## config.mk

```make
export PLATFORM = sky130hd
export DESIGN_NAME = alu_sequencer
export DESIGN_NICKNAME = d
export VERILOG_FILES = /design/src/rtl/alu_sequencer.sv
export SDC_FILE = /design/constraint.sdc
export NUM_CORES = 1
export LEC_CHECK = 0
export CAP_MARGIN = 20
export CORE_UTILIZATION = 33
export CTS_BUF_LIST = sky130_fd_sc_hd__clkbuf_2 sky130_fd_sc_hd__clkbuf_4 sky130_fd_sc_hd__clkbuf_8
export CTS_CLUSTER_DIAMETER = 100
export CTS_CLUSTER_SIZE = 25
export DETAILED_ROUTE_END_ITERATION = 12
export GPL_TIMING_DRIVEN = 1
export SYNTH_ARGS = -nofsm -noshare
export SYNTH_HDL_FRONTEND = slang
export SYNTH_SLANG_ARGS = --single-unit
```

## constraint.sdc

```tcl
create_clock -name clk -period 1.95 [get_ports clk]
set_input_delay 0.39 -clock clk [delete_from_list [all_inputs] [get_ports clk]]
set_output_delay 0.39 -clock clk [all_outputs]
set_load 0.005 [all_outputs]
```

## src/rtl/alu_sequencer.sv

```systemverilog
// Issue/writeback controller driving the ALU through T-cycles 0-3 and owning the F register.
// Optional back-to-back issue from WB is enabled by defining ALU_SEQ_PIPE_EN.
module alu_sequencer #(
  parameter logic [7:0] F_RESET_VAL = 8'h00
) (
  input  logic       clk,
  input  logic       rst_n,
  input  logic       op_valid,
  output logic       op_ready,
  input  logic [7:0] opcode,
  input  logic       op_cb,
  output logic       op_done,
  output logic       op_illegal,
  output logic [2:0] rf_src_idx,
  input  logic [7:0] rf_src_data,
  input  logic [7:0] rf_a_data,
  output logic       rf_wr_en,
  output logic [2:0] rf_wr_idx,
  output logic [7:0] rf_wr_data,
  output logic [7:0] flags_out,
  output logic [1:0] alu_t_cycle,
  output logic [2:0] alu_op,
  output logic       alu_begin,
  output logic [7:0] alu_src_data,
  output logic [7:0] alu_dest_data,
  output logic [2:0] alu_bit_index,
  output logic [7:0] alu_flags_in,
  output logic       alu_incdec,
  output logic       alu_ext,
  output logic       alu_misc,
  input  logic [7:0] alu_res,
  input  logic [7:0] alu_flags_res,
  input  logic       alu_wr_en_flags
);

  typedef enum logic [2:0] {S_IDLE, S_T0, S_T1, S_T2, S_WB} state_t;

  state_t     r_state;
  logic [7:0] r_opcode;
  logic       r_cb;
  logic [7:0] r_f;
  logic       r_wr_pend;
  logic       r_op_done;
  logic       r_op_illegal;
  logic [2:0] r_rf_src_idx;
  logic       r_rf_wr_en;
  logic [2:0] r_rf_wr_idx;
  logic [7:0] r_rf_wr_data;
  logic [1:0] r_t_cycle;
  logic [2:0] r_alu_op;
  logic       r_alu_begin;
  logic [7:0] r_alu_src;
  logic [7:0] r_alu_dest;
  logic [2:0] r_alu_bit;
  logic       r_alu_incdec;
  logic       r_alu_ext;
  logic       r_alu_misc;

  logic       w_illegal;
  logic [2:0] w_op;
  logic       w_ext;
  logic       w_misc;
  logic       w_incdec;
  logic [2:0] w_bidx;
  logic [2:0] w_src;
  logic       w_wr;
  logic [2:0] w_widx;

  // Decode of the latched instruction byte, consumed in T0.
  always_comb begin
    w_illegal = 1'b0;
    w_op      = r_opcode[5:3];
    w_ext     = r_cb;
    w_misc    = 1'b0;
    w_incdec  = 1'b0;
    w_bidx    = '0;
    w_src     = r_opcode[2:0];
    w_wr      = 1'b0;
    w_widx    = r_opcode[2:0];
    if (r_cb) begin
      w_illegal = (r_opcode[2:0] == 3'd6);
      case (r_opcode[7:6])
        2'b00: w_wr = 1'b1;
        2'b01: begin
          w_misc = 1'b1;
          w_op   = 3'b001;
          w_bidx = r_opcode[5:3];
        end
        default: begin
          w_misc = 1'b1;
          w_op   = {1'b0, r_opcode[7:6]};
          w_bidx = r_opcode[5:3];
          w_wr   = 1'b1;
        end
      endcase
    end else if (r_opcode[7:6] == 2'b10) begin
      w_illegal = (r_opcode[2:0] == 3'd6);
      w_wr      = (r_opcode[5:3] != 3'b111);
      w_widx    = 3'd7;
    end else if (r_opcode[7:6] == 2'b00 && r_opcode[2:1] == 2'b10) begin
      w_illegal = (r_opcode[5:3] == 3'd6);
      w_incdec  = 1'b1;
      w_misc    = 1'b1;
      w_op      = {2'b10, r_opcode[0]};
      w_src     = r_opcode[5:3];
      w_widx    = r_opcode[5:3];
      w_wr      = 1'b1;
    end else if (r_opcode[7:6] == 2'b00 && r_opcode[2:0] == 3'b111) begin
      w_misc = 1'b1;
      w_src  = 3'd7;
      w_widx = 3'd7;
      w_wr   = (r_opcode[5:3] <= 3'd5);
    end else begin
      w_illegal = 1'b1;
    end
  end

  always_ff @(posedge clk or negedge rst_n) begin
    if (!rst_n) begin
      r_state      <= S_IDLE;
      r_opcode     <= '0;
      r_cb         <= 1'b0;
      r_f          <= F_RESET_VAL & 8'hF0;
      r_wr_pend    <= 1'b0;
      r_op_done    <= 1'b0;
      r_op_illegal <= 1'b0;
      r_rf_src_idx <= '0;
      r_rf_wr_en   <= 1'b0;
      r_rf_wr_idx  <= '0;
      r_rf_wr_data <= '0;
      r_t_cycle    <= '0;
      r_alu_op     <= '0;
      r_alu_begin  <= 1'b0;
      r_alu_src    <= '0;
      r_alu_dest   <= '0;
      r_alu_bit    <= '0;
      r_alu_incdec <= 1'b0;
      r_alu_ext    <= 1'b0;
      r_alu_misc   <= 1'b0;
    end else begin
      r_op_done    <= 1'b0;
      r_op_illegal <= 1'b0;
      r_rf_wr_en   <= 1'b0;
      r_alu_begin  <= 1'b0;
      case (r_state)
        S_IDLE: begin
          if (op_valid) begin
            r_opcode <= opcode;
            r_cb     <= op_cb;
            r_state  <= S_T0;
          end
        end
        S_T0: begin
          if (w_illegal) begin
            r_op_illegal <= 1'b1;
            r_state      <= S_IDLE;
          end else begin
            r_alu_op     <= w_op;
            r_alu_ext    <= w_ext;
            r_alu_misc   <= w_misc;
            r_alu_incdec <= w_incdec;
            r_alu_bit    <= w_bidx;
            r_rf_src_idx <= w_src;
            r_wr_pend    <= w_wr;
            r_rf_wr_idx  <= w_widx;
            r_t_cycle    <= 2'd1;
            r_state      <= S_T1;
          end
        end
        S_T1: begin
          r_alu_src   <= rf_src_data;
          r_alu_dest  <= rf_a_data;
          r_alu_begin <= 1'b1;
          r_t_cycle   <= 2'd2;
          r_state     <= S_T2;
        end
        S_T2: begin
          // Result is captured as WB is entered so the write strobe, index and data are all registered together.
          r_rf_wr_en   <= r_wr_pend;
          r_rf_wr_data <= alu_res;
          r_op_done    <= 1'b1;
          r_t_cycle    <= 2'd3;
          r_state      <= S_WB;
        end
        S_WB: begin
          if (alu_wr_en_flags) begin
            r_f <= {alu_flags_res[7:4], 4'h0};
          end
          r_t_cycle <= 2'd0;
`ifdef ALU_SEQ_PIPE_EN
          if (op_valid) begin
            r_opcode <= opcode;
            r_cb     <= op_cb;
            r_state  <= S_T0;
          end else begin
            r_state  <= S_IDLE;
          end
`else
          r_state <= S_IDLE;
`endif
        end
        default: r_state <= S_IDLE;
      endcase
    end
  end

`ifdef ALU_SEQ_PIPE_EN
  assign op_ready = (r_state == S_IDLE) || (r_state == S_WB);
`else
  assign op_ready = (r_state == S_IDLE);
`endif

  assign op_done       = r_op_done;
  assign op_illegal    = r_op_illegal;
  assign rf_src_idx    = r_rf_src_idx;
  assign rf_wr_en      = r_rf_wr_en;
  assign rf_wr_idx     = r_rf_wr_idx;
  assign rf_wr_data    = r_rf_wr_data;
  assign flags_out     = r_f;
  assign alu_flags_in  = r_f;
  assign alu_t_cycle   = r_t_cycle;
  assign alu_op        = r_alu_op;
  assign alu_begin     = r_alu_begin;
  assign alu_src_data  = r_alu_src;
  assign alu_dest_data = r_alu_dest;
  assign alu_bit_index = r_alu_bit;
  assign alu_incdec    = r_alu_incdec;
  assign alu_ext       = r_alu_ext;
  assign alu_misc      = r_alu_misc;

endmodule

```

Yosys cells after proc, flatten, opt, wreduce, memory -nomap -nowiden. Cells that the tools add are included.

Register bits: 62. Latch bits: 0. RAM bits: 0. ROM bits: 0. Input bits: 45. Output and inout port bits: 62. Word-level logic and storage cells: 83. Memories: 0.

Add/subtract/negate cells: 0. $mul: 0. Div/mod/pow operators: 0. Order comparisons: 1. Eq/ne operators: 13. Shifts and indexed selects: 0. Mux-type cells: 39. Bitwise gates (word level): 1. Reduce and logical (&&, ||, !) cells: 9.

Operators with widths (number): two-way mux 3 bit (12); two-way mux 1 bit (22); == test 3 bit (second input constant) (4); one-hot mux 3 bit (4 select lines) (1); one-hot mux 2 bit (4 select lines) (1); AND reduction 2 bit (4); == test 3 x 2 -> 1 bit (second input constant) (2); one-hot mux 3 bit (2 select lines) (1); == test 2 bit (second input constant) (2); two-way mux 2 bit (2); inequality test 2 bit (second input constant) (2); nonzero test 4 bit (1); == test 3 x 1 -> 1 bit (second input constant) (1); less-or-equal comparator 3 bit (second input constant) (1); zero test 3 bit (1); inequality test 3 bit (second input constant) (1); == test 2 x 1 -> 1 bit (second input constant) (1); logical AND 1 bit (2); zero test 2 bit (1); inverter 1 bit (1).

Logic depth before layout (Yosys ltp). Gate-level depths: netlist of the first run.

Depth after elaboration: 8. Gate-level depth with buffers: 7. Depth with buffers taken out: 5.

Worst setup path after synthesis of the first run. Ideal clock, no wire load.

Kind: register to register. Start: register r_opcode[6]. End: register r_alu_op[1] (netlist: alu_op[1]). Setup time: 0.125 ns. Arrival time: 1.570 ns. Required time: 1.825 ns. Setup slack: 0.255 ns. Cell stages (with the launch flop): 6. Buffers on the path: 1. Clock period less this slack: 1.695 ns. Cell sequence: dfrtp_1 > buf_6 > or2b_1 > and2_1 > a211o_4 > mux2_4.

Longest elaborated chain between the ends: 8. Elaborated cells on any way between the ends: 15. Classes of those cells: 2 x eq/ne; 8 x mux; 1 x bitwise; 4 x reduce/logical.

RTL lines: start: declaration (line 39) `logic [7:0] r_opcode;`; start signal: assignment (line 148) `r_opcode <= opcode;`; zero test 2 bit (line 82, 100, 108); logical AND 1 bit (line 108) `end else if (r_opcode[7:6] == 2'b00 && r_opcode[2:0] == 3'b111) begin`; two-way mux 1 bit (line 108); two-way mux 1 bit (line 100) `end else if (r_opcode[7:6] == 2'b00 && r_opcode[2:1] == 2'b10) begin`; two-way mux 1 bit (line 96) `end else if (r_opcode[7:6] == 2'b10) begin`; two-way mux 1 bit (line 80) `if (r_cb) begin`; inverter 1 bit (no source line); AND reduction 2 bit (no source line); end signal: assignment (line 158) `r_alu_op <= w_op;`; end: declaration (line 50) `logic [2:0] r_alu_op;`.

Parallel ways exist; a longest one is shown, timed or not. A chain may end at the register's enable or synchronous reset.

Worst setup path in the final report of the first run.
Start: register r_opcode[1]. End: register r_rf_src_idx[1] (netlist: rf_src_idx[1]).

Longest elaborated chain between the ends: 8. Elaborated cells on any way between the ends: 15. Classes of those cells: 3 x eq/ne; 8 x mux; 1 x bitwise; 3 x reduce/logical.

RTL lines: == test 3 bit (line 108); logical AND 1 bit (line 108); two-way mux 1 bit (line 108); two-way mux 1 bit (line 100); two-way mux 1 bit (line 96); two-way mux 1 bit (line 80); inverter 1 bit (no source line); AND reduction 2 bit (no source line); end signal: assignment (line 163) `r_rf_src_idx <= w_src;`; end: declaration (line 45) `logic [2:0] r_rf_src_idx;`.

Parallel ways exist; a longest one is shown, timed or not.

==> results of run 1 <==
## worst min path at each step
stage	to	slack, ns
6_report	alu_incdec	0.06
5_1_grt	alu_incdec	0.07
4_1_cts	rf_src_idx[0]	0.07
3_5_place_dp	rf_src_idx[0]	0.43
3_3_place_gp	rf_src_idx[0]	0.43
2_1_floorplan	alu_begin	0.09
## placed cells by master, fill, tap and decap left out, types with 5 or more instances in the layout
cell	n
a21oi_1	8
and2_1	5
buf_4	14
clkbuf_8	11
clkdlybuf4s50_1	92
conb_1	8
dfrtp_1	61
mux2_2	35
nand2_1	28
nor2_1	7
o21ai_0	9
o21ai_2	12
## cells by family (layout without fill, tap and decap cells)
kind of cell / Yosys count / in the layout
flip-flops: 62 / 62
multiplexers: 37 / 37
AO/OA/AOI/OAI: 43 / 43
AND/OR/NAND/NOR: 58 / 58
other: 1 / 8
buffers and inverters: 27 / 127
## worst max-delay path, cell delays in order (launching register included)
cell     delay [ns]
dfrtp_1        0.47
nor4b_4        0.35
a32oi_1        0.14
a211o_4        0.41
buf_12         0.18
nand2_1        0.09
o21ai_2        0.05
## per-stage QoR
stage                     hold slack [ns]  util, %  total power (uW)  instance area [um2]
after floorplan                    0.0944        -              4030                 2800
after global placement              0.428     46.8              5490                 3820
after detailed placement            0.427     46.8              5540                 3820
after CTS                          0.0667     49.0              6610                 4010
after global routing               0.0745     49.1              7000                 4010
final                              0.0614     49.1              6510                 4010
## layout make-up
type,instances,area (um2),share of cell area (%)
sequential,62,1550,38.7
timing repair buffer,110,1080,27.0
multi-input combinational,146,1060,26.4
clock buffer,14,174,4.34
tap,105,131,3.28
inverter,2,7.51,0.187
clock inverter,1,5.00,0.125
## power breakdown
| part | switching, uW | internal, uW | total (uW) |
|---|---|---|---|
| clock | 472 | 565 | 1040 |
| combinational | 1260 | 1930 | 3190 |
| sequential | 386 | 1900 | 2280 |
## flip-flops by register name (all words and copies together) (netlist names)
| name | cells |
|---|---|
| alu_incdec | 1 |
| rf_src_idx | 3 |
| rf_wr_en | 1 |
| alu_begin | 1 |
| r_cb | 1 |
| op_illegal | 1 |
| alu_t_cycle | 2 |
| alu_dest_data | 8 |
| r_opcode | 8 |
| alu_flags_in | 4 |
| alu_src_data | 8 |
| alu_misc | 1 |
| alu_ext | 1 |
| alu_bit_index | 3 |
| op_done | 1 |
| alu_op | 3 |
| r_wr_pend | 1 |
| rf_wr_data | 8 |
| r_state | 3 |
| rf_wr_idx | 3 |
## routing by layer
layer	track usage [%]	up-vias	wire length, um
li1	-	974	-
met1	18.4	956	2690
met2	23.0	61	2710
met3	4.72	6	393
met4	6.15	0	85
met5	0	-	0
## repair_timing
action                                  CTS  global route
gates cloned                              0             0
pin swaps                                 0             0
resized for setup                         2             1
endpoints found under the setup margin    1             1
==> impl_metrics.json, run 1 <==
{
  "status": "finished, final reports clean",
  "htreeDepth": 3,
  "synthArstFlopShare_pct": 100,
  "postLayoutSetupSlackWorst_ns": 0.140,
  "rsz0062_at_grt": "no",
  "wire_per_inst_um": 13.4,
  "synth_seq_area_share_pct": 56.0,
  "dp.cells": 425,
  "ys_ff_latch": 62,
  "ys_types": 38,
  "syn_inst": 228,
  "clockRootBuffer": "clkbuf_8",
  "yosys.area_share.xor_xnor_pct": 0,
  "cts_buffers": 9,
  "nFillCells": 764,
  "yosysMostFrequentCell": "dfrtp_1",
  "synthAdderAreaFrac_pct": 0,
  "syn2layout_area_growth_pct": 44.7,
  "die_h_um": 93.6,
  "tns_ns": 0,
  "cp.required_ns": 2.17,
  "worstSetupPathType": "flop to flop",
  "yosys.area_share.simple_pct": 10.5,
  "place.gp.congestion": 0.832,
  "place_ws_ns": 0.152,
  "num_io_pins": 107,
  "leakage_uw": 0.00173,
  "vdd_drop_max_mv": 0.581,
  "final.setup_skew_ns": 0.00561,
  "viasPerCell": 4.54,
  "synth_edf_count": 0,
  "finalNetCount": 376,
  "ys.flop_type": "dfrtp_1",
  "yosys.area.top_type_share_pct": 56.0,
  "die-area_um2": 8770,
  "grt_util_all_layers_pct": 14.6,
  "vias": 1997,
  "start_util_pct": 33.9,
  "synth_warnings": 0,
  "critPathLaunch": "r_opcode[1]",
  "antenna_cells": 0,
  "dr.first_iter.drc_count": 70,
  "hold_viol": 0,
  "crit_fanout": 29,
  "antenna_found_initial": 0,
  "critPathCaptureType": "flop",
  "rrSetupSlack_ns": 0.14,
  "grt_max_degree": 63,
  "maxCapViolCount": 0,
  "cp-endpoint": "rf_src_idx[1]",
  "setup_viol": 0,
  "rr_startpoint": "r_opcode[1]",
  "clk_pin_slew_worst_paths_ns": 0.06,
  "synth_mux_area_share_pct": 15.1,
  "synth_common_cells": "62 x dfrtp_1, 35 x mux2_2, 28 x nand2_1",
  "core_area_um2": 8180,
  "overflow": 0,
  "dieWidth_um": 93.6,
  "crit_arrival_ns": 2.03,
  "num_rows": 33,
  "clock_latency_ns": 0.33,
  "totalWireLength_mm": 5.88,
  "start_kind": "flop",
  "synth_top_family_by_area": "multiplexers",
  "layout_min_cycle_time_ns": 1.81,
  "fin_crit_sh_pct": 92.8,
  "synth_top_area_cell": "dfrtp_1",
  "drive_above_1_share_pct": 25.7,
  "min_path_type": "primary input to async pin",
  "grt_pass1_wl_mm": 9.66,
  "cellPowerDensity_nw_per_um2": 1620,
  "stdcell_count": 440,
  "max_freq_ghz": 0.552,
  "grt_pass1_vias": 2036,
  "drc": 0,
  "synth.top_cells.by_area": "dfrtp_1 56%, mux2_2 14%, nand2_1 3.8%",
  "clockBufferDepth": 2,
  "dp.final_hpwl_mm": 4.23,
  "synth.avg_cell_area_um2": 12.2,
  "synth_compound_area_share_pct": 11.1,
  "worstRegToRegCells": 6,
  "worst_r2r_endpoint": "rf_src_idx[1]",
  "cts_sinks": 62,
  "slew_violations": 0,
  "hold_buffers": 0,
  "syn_area_um2": 2770,
  "post-cts-setup-buffer-count": 0,
  "firstDrtPassIters": 4,
  "drtAntennaViolNets": 0,
  "cts_tree": "yes",
  "place.port_buffers": 94
}
Note: power is estimated with default switching activity, not from simulation.
==> inputs of run 2 (changes only) <==
GPL_ROUTABILITY_DRIVEN = 0   (was unset)
==> results of run 2 <==
The final DEF is identical to that of run 1; final timing and power are the same.
